<file path="config.mk">
export PLATFORM = sky130hd
export DESIGN_NAME = decode_stage
export DESIGN_NICKNAME = d
export VERILOG_FILES = /design/src/rtl/decode_stage.sv
export SDC_FILE = /design/constraint.sdc
export NUM_CORES = 1
export LEC_CHECK = 0
export ABC_AREA = 1
export CAP_MARGIN = 25
export CORE_MARGIN = 3
export CORE_UTILIZATION = 47
export DETAILED_ROUTE_END_ITERATION = 10
export PLACE_DENSITY = 0.77
export REMOVE_ABC_BUFFERS = 1
export SYNTH_ARGS = -nofsm -noshare
export SYNTH_HDL_FRONTEND = slang
export SYNTH_SLANG_ARGS = --single-unit
</file>
<file path="constraint.sdc">
create_clock -name clock -period 3.3 [get_ports clock]
set_input_delay 0.495 -clock clock [delete_from_list [all_inputs] [get_ports clock]]
set_output_delay 0.495 -clock clock [all_outputs]
set_load 0.02 [all_outputs]
</file>
<file path="src/rtl/decode_stage.sv">
// Registered RISC-V decode stage: decodes one instruction per cycle into an output
// register and stalls read-after-write hazards on a pending-write scoreboard.
module decode_stage #(
  parameter int IMMW  = 22,
  parameter int NREGS = 32,
  parameter int RSW   = 5
) (
  input  logic            clock,
  input  logic            reset,
  input  logic            in_valid,
  output logic            in_ready,
  input  logic [31:0]     instruction,
  input  logic            flush,
  output logic            out_valid,
  input  logic            out_ready,
  output logic [1:0]      pcfunc,
  output logic [IMMW-1:0] pcoffset,
  output logic [RSW-1:0]  readselect1,
  output logic [RSW-1:0]  readselect2,
  output logic            writeenable,
  output logic [RSW-1:0]  writeselect,
  output logic [3:0]      aluoper,
  output logic            selopr2,
  output logic [IMMW-1:0] immediate,
  output logic            illegal,
  input  logic            wb_valid,
  input  logic [RSW-1:0]  wb_select
);

  localparam logic [6:0] OP_R      = 7'b0110011;
  localparam logic [6:0] OP_IALU   = 7'b0010011;
  localparam logic [6:0] OP_LUI    = 7'b0110111;
  localparam logic [6:0] OP_JAL    = 7'b1101111;
  localparam logic [6:0] OP_JALR   = 7'b1100111;
  localparam logic [6:0] OP_BRANCH = 7'b1100011;

  logic [6:0]     opcode;
  logic [2:0]     funct3;
  logic [RSW-1:0] field_rd;
  logic [RSW-1:0] field_rs1;
  logic [RSW-1:0] field_rs2;

  assign opcode    = instruction[6:0];
  assign funct3    = instruction[14:12];
  assign field_rd  = instruction[7 +: RSW];
  assign field_rs1 = instruction[15 +: RSW];
  assign field_rs2 = instruction[20 +: RSW];

  logic [IMMW-1:0] imm_i;
  logic [IMMW-1:0] imm_u;
  logic [IMMW-1:0] imm_b;
  logic [IMMW-1:0] imm_j;

  // Width casts sign-extend (or truncate) the RISC-V immediate formats to IMMW.
  assign imm_i = IMMW'($signed(instruction[31:20]));
  assign imm_u = IMMW'({instruction[31:12], 12'b0});
  assign imm_b = IMMW'($signed({instruction[31], instruction[7], instruction[30:25],
                                instruction[11:8], 1'b0}));
  assign imm_j = IMMW'($signed({instruction[31], instruction[19:12], instruction[20],
                                instruction[30:21], 1'b0}));

  logic [1:0]      d_pcfunc;
  logic [IMMW-1:0] d_pcoffset;
  logic [RSW-1:0]  d_rs1;
  logic [RSW-1:0]  d_rs2;
  logic            d_we;
  logic [RSW-1:0]  d_rd;
  logic [3:0]      d_aluoper;
  logic            d_selopr2;
  logic [IMMW-1:0] d_immediate;
  logic            d_illegal;
  logic            rs1_used;
  logic            rs2_used;
  logic            writes_rd;

  always_comb begin
    d_pcfunc    = 2'b00;
    d_pcoffset  = '0;
    d_aluoper   = 4'b0000;
    d_selopr2   = 1'b0;
    d_immediate = '0;
    d_illegal   = 1'b0;
    rs1_used    = 1'b0;
    rs2_used    = 1'b0;
    writes_rd   = 1'b0;
    case (opcode)
      OP_R: begin
        rs1_used  = 1'b1;
        rs2_used  = 1'b1;
        writes_rd = 1'b1;
        d_aluoper = {instruction[30], funct3};
      end
      OP_IALU: begin
        rs1_used    = 1'b1;
        writes_rd   = 1'b1;
        d_selopr2   = 1'b1;
        d_immediate = imm_i;
        // Only the shift-right encoding carries an operation bit in instr[30].
        d_aluoper   = (funct3 == 3'b101) ? {instruction[30], funct3} : {1'b0, funct3};
      end
      OP_LUI: begin
        writes_rd   = 1'b1;
        d_selopr2   = 1'b1;
        d_immediate = imm_u;
        d_aluoper   = 4'b1111;
      end
      OP_JAL: begin
        writes_rd  = 1'b1;
        d_pcfunc   = 2'b10;
        d_pcoffset = imm_j;
      end
      OP_JALR: begin
        rs1_used    = 1'b1;
        writes_rd   = 1'b1;
        d_pcfunc    = 2'b11;
        d_selopr2   = 1'b1;
        d_immediate = imm_i;
      end
      OP_BRANCH: begin
        rs1_used   = 1'b1;
        rs2_used   = 1'b1;
        d_pcfunc   = 2'b01;
        d_pcoffset = imm_b;
        d_aluoper  = {1'b0, funct3};
      end
      default: d_illegal = 1'b1;
    endcase
  end

  assign d_rs1 = rs1_used  ? field_rs1 : '0;
  assign d_rs2 = rs2_used  ? field_rs2 : '0;
  assign d_rd  = writes_rd ? field_rd  : '0;
  assign d_we  = writes_rd && (field_rd != '0);

  logic [NREGS-1:0] pending_q;
  logic [NREGS-1:0] pending_nxt;
  logic             rs1_busy;
  logic             rs2_busy;
  logic             hazard;
  logic             capture;
  logic             handoff;

  // A source is busy while its write is still in flight: either already handed
  // to execute (pending bit) or sitting in our own output register.
  assign rs1_busy = (d_rs1 != '0) &&
                    (pending_q[d_rs1] || (out_valid && writeenable && (d_rs1 == writeselect)));
  assign rs2_busy = (d_rs2 != '0) &&
                    (pending_q[d_rs2] || (out_valid && writeenable && (d_rs2 == writeselect)));
  assign hazard   = rs1_busy || rs2_busy;

  // Handshake: a transfer happens on an edge where valid and ready are both high.
  // in_ready never looks at in_valid; out_valid never drops without a handoff,
  // flush or reset, and the bundle is frozen while out_valid && !out_ready.
  assign in_ready = (!out_valid || out_ready) && !hazard && !flush;
  assign capture  = in_valid && in_ready;
  assign handoff  = out_valid && out_ready && !flush;

  always_ff @(posedge clock or posedge reset) begin
    if (reset) begin
      out_valid   <= 1'b0;
      pcfunc      <= 2'b00;
      pcoffset    <= '0;
      readselect1 <= '0;
      readselect2 <= '0;
      writeenable <= 1'b0;
      writeselect <= '0;
      aluoper     <= 4'b0000;
      selopr2     <= 1'b0;
      immediate   <= '0;
      illegal     <= 1'b0;
    end else if (capture) begin
      out_valid   <= 1'b1;
      pcfunc      <= d_pcfunc;
      pcoffset    <= d_pcoffset;
      readselect1 <= d_rs1;
      readselect2 <= d_rs2;
      writeenable <= d_we;
      writeselect <= d_rd;
      aluoper     <= d_aluoper;
      selopr2     <= d_selopr2;
      immediate   <= d_immediate;
      illegal     <= d_illegal;
    end else if (flush || handoff) begin
      out_valid <= 1'b0;
    end
  end

  // Clear first so that a same-cycle set of the same register wins.
  always_comb begin
    pending_nxt = pending_q;
    if (wb_valid && (wb_select != '0)) pending_nxt[wb_select] = 1'b0;
    if (handoff && writeenable) pending_nxt[writeselect] = 1'b1;
  end

  always_ff @(posedge clock or posedge reset) begin
    if (reset) pending_q <= '0;
    else       pending_q <= pending_nxt;
  end

endmodule

</file>
==> impl_metrics.csv, run 1 <==
group,metric,value,unit
power_and_ir_drop,power.density,359,nW/um^2
synthesis,synthArstFlopShare,100,%
worst_setup_path,cp_num_buf_inv,4,
timing,period_needed,3090,ps
timing,tightest_slew,665,ps
cells_and_area,layout-drive-gt1-share,11.5,%
worst_setup_path,critPathMostFrequentCell,"nand3_1",
timing,slew_headroom,55.7,%
die,die_h,115,microns
synthesis,synthCells,754,
worst_setup_path,critPathKind,"input pin to output port",
worst_setup_path,crit_chain,"dlygate4sd2_1 -> nand3b_1 -> nor2_4 -> nor2_4 -> nand2_4 -> nand2_4 -> buf_4 -> inv_1 -> nand2_1 -> nand3_1 -> nand3_1 -> nand3_1 -> nand2_1 -> nand3_1 -> nand2_2 -> and2_4 -> buf_6",
die,dieWidth,115,microns
synthesis,synth_area,5540,sq um
cells_and_area,fillers,1015,
worst_setup_path,worstSetupEndpointType,"output port",
cells_and_area,nets,930,
clock_network,cts_max_level,3,
detailed_routing,route.vias.total,6017,
synthesis,avgSynthCellArea,7.35,sq um
timing,max_freq,324,MHz
worst_setup_path,path_max_fanout,8,
power_and_ir_drop,combinationalPowerShare,12.6,%
die,placementRows,39,
detailed_routing,drtIter0Drc,546,
cells_and_area,final_area,7490,sq um
worst_setup_path,reg2reg_setup_slack,1020,ps
timing,grt_setup_unrepaired,"false",
synthesis,synth-edff-count,0,
worst_hold_path,holdPathStages,2,
worst_setup_path,critPathRequiredTime,2800,ps
placed_design,dp_hpwl,14000,microns
timing,drv_slew,0,
timing,hold_viol_final,0,
grt,grt_pass1_wl,30200,microns
cells_and_area,diodes,0,
grt,grt_max_degree,68,
grt,grt_overflow,0,
worst_setup_path,path_delay_family,"simple AND/OR/NAND/NOR gates",
clock_network,cts_buffers,9,
die,io_pins,113,
synthesis,synth_seq_cells,99,
worst_setup_path,rr_endpoint,"selopr2",
clock_network,root_buffer,"clkbuf_16",
power_and_ir_drop,p_int,1.99,mW
power_and_ir_drop,seqPwrFrac,46.3,%
worst_setup_path,cp_data_arrival_time,2590,ps
placed_design,portBuffers,111,
clock_network,cts_tree,"done",
die,initial_core_util,48.3,%
clock_network,clockBufferDepth,2,
power_and_ir_drop,power.leakage,3.72,nW
cells_and_area,final_common_cell,"nand2_1",
flow_run,maxCapViolations,0,
synthesis,ys_seq_area_share,44.7,%
detailed_routing,drt_first_pass_iters,5,
cells_and_area,area_growth,35.2,%
power_and_ir_drop,pwr-share-clk,41.0,%
worst_setup_path,worstSetupStartpointType,"input pin",
timing,fin_skew,7.10,ps
placed_design,gp_congestion,0.924,
power_and_ir_drop,swShare,25.9,%
worst_setup_path,critPathSlowestCell,"dlygate4sd2_1",
grt,grt_usage,29.6,%
timing,fin_setup_tns,0,ps
worst_setup_path,slowest_delay,300,ps
synthesis,synth_cell_types,33,
clock_network,clkSlewWorstSetupHoldPaths,60,ps
power_and_ir_drop,power.switching,0.696,mW
detailed_routing,routed_wl,19000,microns
worst_hold_path,whs_endpoint,"aluoper[0]",
power_and_ir_drop,finalPower,2.68,mW
run_status,status,"completed",
detailed_routing,drcViolationCount,0,
die,floorplan.die_area,13100,sq um
detailed_routing,routedWlPerCell,18.4,microns
grt,antenna_found_initial,0,
clock_network,cts_sinks,99,
cells_and_area,final_cell_mix,"nand2_1 (217), clkdlybuf4s50_1 (102), dfrtp_1 (99), nand3_1 (81), o21ai_0 (79)",
worst_setup_path,rr_startpoint,"writeselect[4]",
detailed_routing,postRouteAntennaNets,0,
grt,grt_pass1_vias,5793,
placed_design,dpl_cell_area,7050,sq um
worst_setup_path,r2r_cells,11,
power_and_ir_drop,ir_drop,0.302,mV
die,coreArea,11500,sq um
timing,fin_crit_sh,93.6,%
detailed_routing,vias_per_cell,5.81,
clock_network,clock_latency,360,ps
worst_hold_path,hp-class,"flop to flop",
worst_hold_path,worstHoldStart,"aluoper[0]",
synthesis,yosysWarningCount,0,
timing,setup_viol,0,
synthesis,synth-main-ff-cell,"dfrtp_1",
## worst register-to-register path: cells and delay by family (launching register included)
family,cells,cell delay [ps]
buf+inv,3,770
simple gates,6,660
flops,1,390
compound gates,1,180
xor+xnor,1,170
## metrics by stage
step | cells | hold WS, ps | utilization, % | setup WS, ps
2_1_floorplan | 709 | 466 | - | -820
3_3_place_gp | 1017 | 454 | 61.4 | -602
3_5_place_dp | 1017 | 461 | 61.4 | -656
4_1_cts | 1035 | 477 | 65.0 | 23.3
5_1_grt | 1035 | 498 | 65.3 | 28.9
6_report | 1035 | 473 | 65.3 | 210
## per-layer routing
| layer | vias to the layer above | GRT usage (%) | wire length, microns |
|---|---|---|---|
| met5 | - | 0 | 0 |
| met4 | 0 | 12.8 | 546 |
| met1 | 2888 | 37.6 | 7550 |
| li1 | 2815 | - | - |
| met2 | 271 | 49.9 | 9370 |
| met3 | 43 | 4.81 | 1530 |
## registers in the layout (all words and copies together), names as in the netlist
name and cells:
aluoper 4, illegal 1, immediate 22, out_valid 1
pcfunc 2, pcoffset 20, pending_q 32, readselect1 5
readselect2 5, selopr2 1, writeenable 1, writeselect 5
## cell families (layout without fill, tap and decap cells)
group / count (synthesis) / count (layout) / share of synthesized area [%]
simple gates: 436 / 436 / 35.6
compound gates: 108 / 108 / 10.5
buf+inv: 106 / 244 / 8.40
flops: 99 / 99 / 44.7
xor+xnor: 4 / 4 / 0.632
other cells: 1 / 1 / 0.0677
## timing repair
| action | 4_1_cts | 5_1_grt |
|---|---|---|
| hold endpoints to repair | 0 | 0 |
| buffers inserted | 2 | 0 |
| pin swaps | 5 | 6 |
| resized for setup | 30 | 11 |
| endpoints found under the setup margin | 68 | 68 |
| hold buffers | 0 | 0 |
## cells in the mapped netlist, types with 3 or more instances
cell type  count  area (sq um)
nand3_1       83           415
buf_4          9          67.6
dfrtp_1       99          2480
o21ai_1        6          30.0
nor3_1         3          15.0
xor2_1         4          35.0
a21oi_1       11          55.1
nand4_1       72           450
o21ai_0       79           395
nor2_1        43           161
inv_2          3          11.3
buf_2         18          90.1
o22ai_1        6          37.5
nand2_1      221           830
inv_1         57           214
nand2_2        5          31.3
clkbuf_1      15          56.3
## cell type report
class / instances / area (sq um) / share of cell area (%)
Inverter: 61 / 231 / 3.09
Sequential cell: 99 / 2480 / 33.1
Clock inverter: 4 / 48.8 / 0.652
Tap cell: 143 / 179 / 2.39
Clock buffer: 12 / 256 / 3.43
Timing Repair Buffer: 167 / 1630 / 21.7
Multi-Input combinational cell: 549 / 2670 / 35.6
## power groups by stage
stage | Sequential (mW) | Clock [mW] | Combinational, mW
2_1_floorplan | 1.28 | 0 | 0.124
3_3_place_gp | 1.26 | 0 | 0.321
3_5_place_dp | 1.27 | 0 | 0.327
4_1_cts | 1.24 | 1.11 | 0.336
5_1_grt | 1.24 | 1.16 | 0.369
6_report | 1.24 | 1.10 | 0.340
## worst max-delay path by stage
stage | cells after the start | start | endpoint | slack (ps)
final | 17 | instruction[5] | in_ready | 210
after global routing | 17 | instruction[5] | in_ready | 30
after CTS | 18 | instruction[1] | in_ready | 20
after detailed placement | 16 | instruction[4] | selopr2 | -660
after global placement | 16 | instruction[5] | aluoper[3] | -600
after floorplan | 14 | instruction[6] | aluoper[0] | -820
(Power assumes the default switching activity.)
==> inputs of run 2 (changes only) <==
--- a/config.mk
+++ b/config.mk
@@ -10,6 +10,7 @@
 export CORE_MARGIN = 3
 export CORE_UTILIZATION = 47
 export DETAILED_ROUTE_END_ITERATION = 10
+export GPL_ROUTABILITY_DRIVEN = 0
 export PLACE_DENSITY = 0.77
 export REMOVE_ABC_BUFFERS = 1
 export SYNTH_ARGS = -nofsm -noshare
==> impl_metrics.csv, run 2 (synthesis results as in run 1) <==
group,metric,value,unit
timing,layout_setup_ws,334,ps
power_and_ir_drop,ir_drop,0.297,mV
timing,hold_ws,468,ps
power_and_ir_drop,power.density,359,nW/um^2
timing,slew_headroom,39.3,%
power_and_ir_drop,power.leakage,3.67,nW
power_and_ir_drop,finalPower,2.65,mW
detailed_routing,route.vias.total,5895,
clock_network,clock_latency,350,ps
worst_setup_path,cp_data_arrival_time,2470,ps
die,coreArea,11500,sq um
clock_network,clkSlewWorstSetupHoldPaths,70,ps
run_status,status,"completed",
worst_setup_path,startpoint,"instruction[6]",
placed_design,dpl_cell_area,6940,sq um
grt,grt_max_degree,68,
cells_and_area,fin_cells,1024,
grt,grt_overflow,0,
cells_and_area,final_cell_mix,"nand2_1 (216), clkdlybuf4s50_1 (102), dfrtp_1 (99), nand3_1 (79), o21ai_0 (79)",
placed_design,dp.cells,1005,
timing,hold_viol_final,0,
worst_setup_path,critPathRequiredTime,2800,ps
worst_setup_path,critPathKind,"input pin to output port",
die,placementRows,39,
detailed_routing,postRouteAntennaNets,0,
worst_hold_path,worstHoldStart,"pcoffset[7]",
clock_network,cts.hold.buffers_added,0,
clock_network,clockBufferDepth,2,
cells_and_area,fillers,959,
grt,grt_pass1_vias,5718,
die,floorplan.die_area,13100,sq um
detailed_routing,routed_wl,17300,microns
timing,grt_setup_unrepaired,"false",
placed_design,post-place-ws,-519,ps
cells_and_area,largest_reg_flops,32,
cells_and_area,layout-drive-gt1-share,10.8,%
timing,setup_viol,0,
worst_setup_path,worstSetupStartpointType,"input pin",
cells_and_area,largest_register,"pending_q",
cells_and_area,final_area,7390,sq um
cells_and_area,area_growth,33.4,%
flow_run,maxCapViolations,0,
timing,max_freq,337,MHz
cells_and_area,final_common_cell,"nand2_1",
die,die_h,115,microns
detailed_routing,routedWlPerCell,16.9,microns
detailed_routing,vias_per_cell,5.76,
timing,fin_setup_tns,0,ps
clock_network,cts_sinks,99,
detailed_routing,drt_first_pass_iters,6,
detailed_routing,drcViolationCount,0,
placed_design,portBuffers,111,
worst_setup_path,path_max_fanout,11,
detailed_routing,drtIter0Drc,548,
grt,grt_pass1_wl,28200,microns
timing,period_needed,2970,ps
die,dieWidth,115,microns
cells_and_area,utilization,64.4,%
grt,antenna_found_initial,0,
grt,grt_usage,26.8,%
timing,fin_skew,7.75,ps
clock_network,cts_max_level,3,
worst_setup_path,worstSetupEndpointType,"output port",
timing,tightest_slew,911,ps
clock_network,root_buffer,"clkbuf_16",
die,initial_core_util,48.3,%
timing,drv_slew,0,
worst_setup_path,rr_startpoint,"pending_q[30]",
timing,fin_crit_sh,89.9,%
clock_network,cts_buffers,9,
cells_and_area,nets,919,
clock_network,cts_tree,"done",
worst_hold_path,hp-class,"flop to flop",
cells_and_area,diodes,0,
placed_design,dp_hpwl,12200,microns
cells_and_area,largest_registers,"pending_q: 32 flops, immediate: 22 flops, pcoffset: 20 flops",
die,io_pins,113,
==> run 2: cell count changes in the layout (fill, tap and decap cells not counted), sizes merged <==
cell	delta
clkbuf	-1
dlygate4sd2	-4
dlymetal6s2s	+4
buf	-11
clkinvlp	+2
inv	+1
clkinv	-2
==> run 2: worst paths after layout <==
kind / end / slack [ps] / depth (start not counted)
worst min-delay path: pcoffset[7] / 470 / 2
max in group asynchronous: pending_q[25] / 2010 / 3
worst min register to register: pcoffset[7] / 470 / 2
worst max-delay path: in_ready / 330 / 15
min in group asynchronous: immediate[14] / 580 / 2
worst max register to register: readselect1[0] / 990 / 12
==> run 2: worst max-delay path, stage by stage <==
cell	delay, ps
dlymetal6s2s_1	170
inv_2	90
nand3_2	120
a21oi_4	260
nand2_2	80
buf_6	160
clkinvlp_4	110
nand3_1	80
nand3_1	110
nand3_2	110
nand3_1	100
nand3_2	110
a21oi_4	200
and2_4	160
buf_6	110
==> run 2: final cells by class <==
type,instances,area [sq um],area share (%)
Clock buffer,11,243,3.29
Tap cell,143,179,2.42
Clock inverter,5,60.1,0.813
Inverter,61,235,3.18
Sequential cell,99,2480,33.5
Multi-Input combinational cell,549,2670,36.1
Timing Repair Buffer,156,1520,20.6
==> run 2: layer usage <==
layer / GRT usage (%) / share of wire (%) / vias up
li1: - / - / 2775
met1: 35.2 / 41 / 2734
met2: 42.4 / 46 / 346
met3: 5.23 / 9.7 / 40
met4: 12.6 / 2.8 / 0
met5: 0 / 0 / -
==> run 2: repair_timing <==
action | CTS | global route
gates resized for setup | 10 | 33
setup buffers | 3 | 0
endpoints found under the setup margin | 68 | 68
pin swaps | 1 | 7
==> run 2: report_power, final <==
part / switching, mW / total, mW / internal [mW]
Sequential: 0.0131 / 1.24 / 1.23
Combinational: 0.203 / 0.327 / 0.124
Clock: 0.468 / 1.08 / 0.611
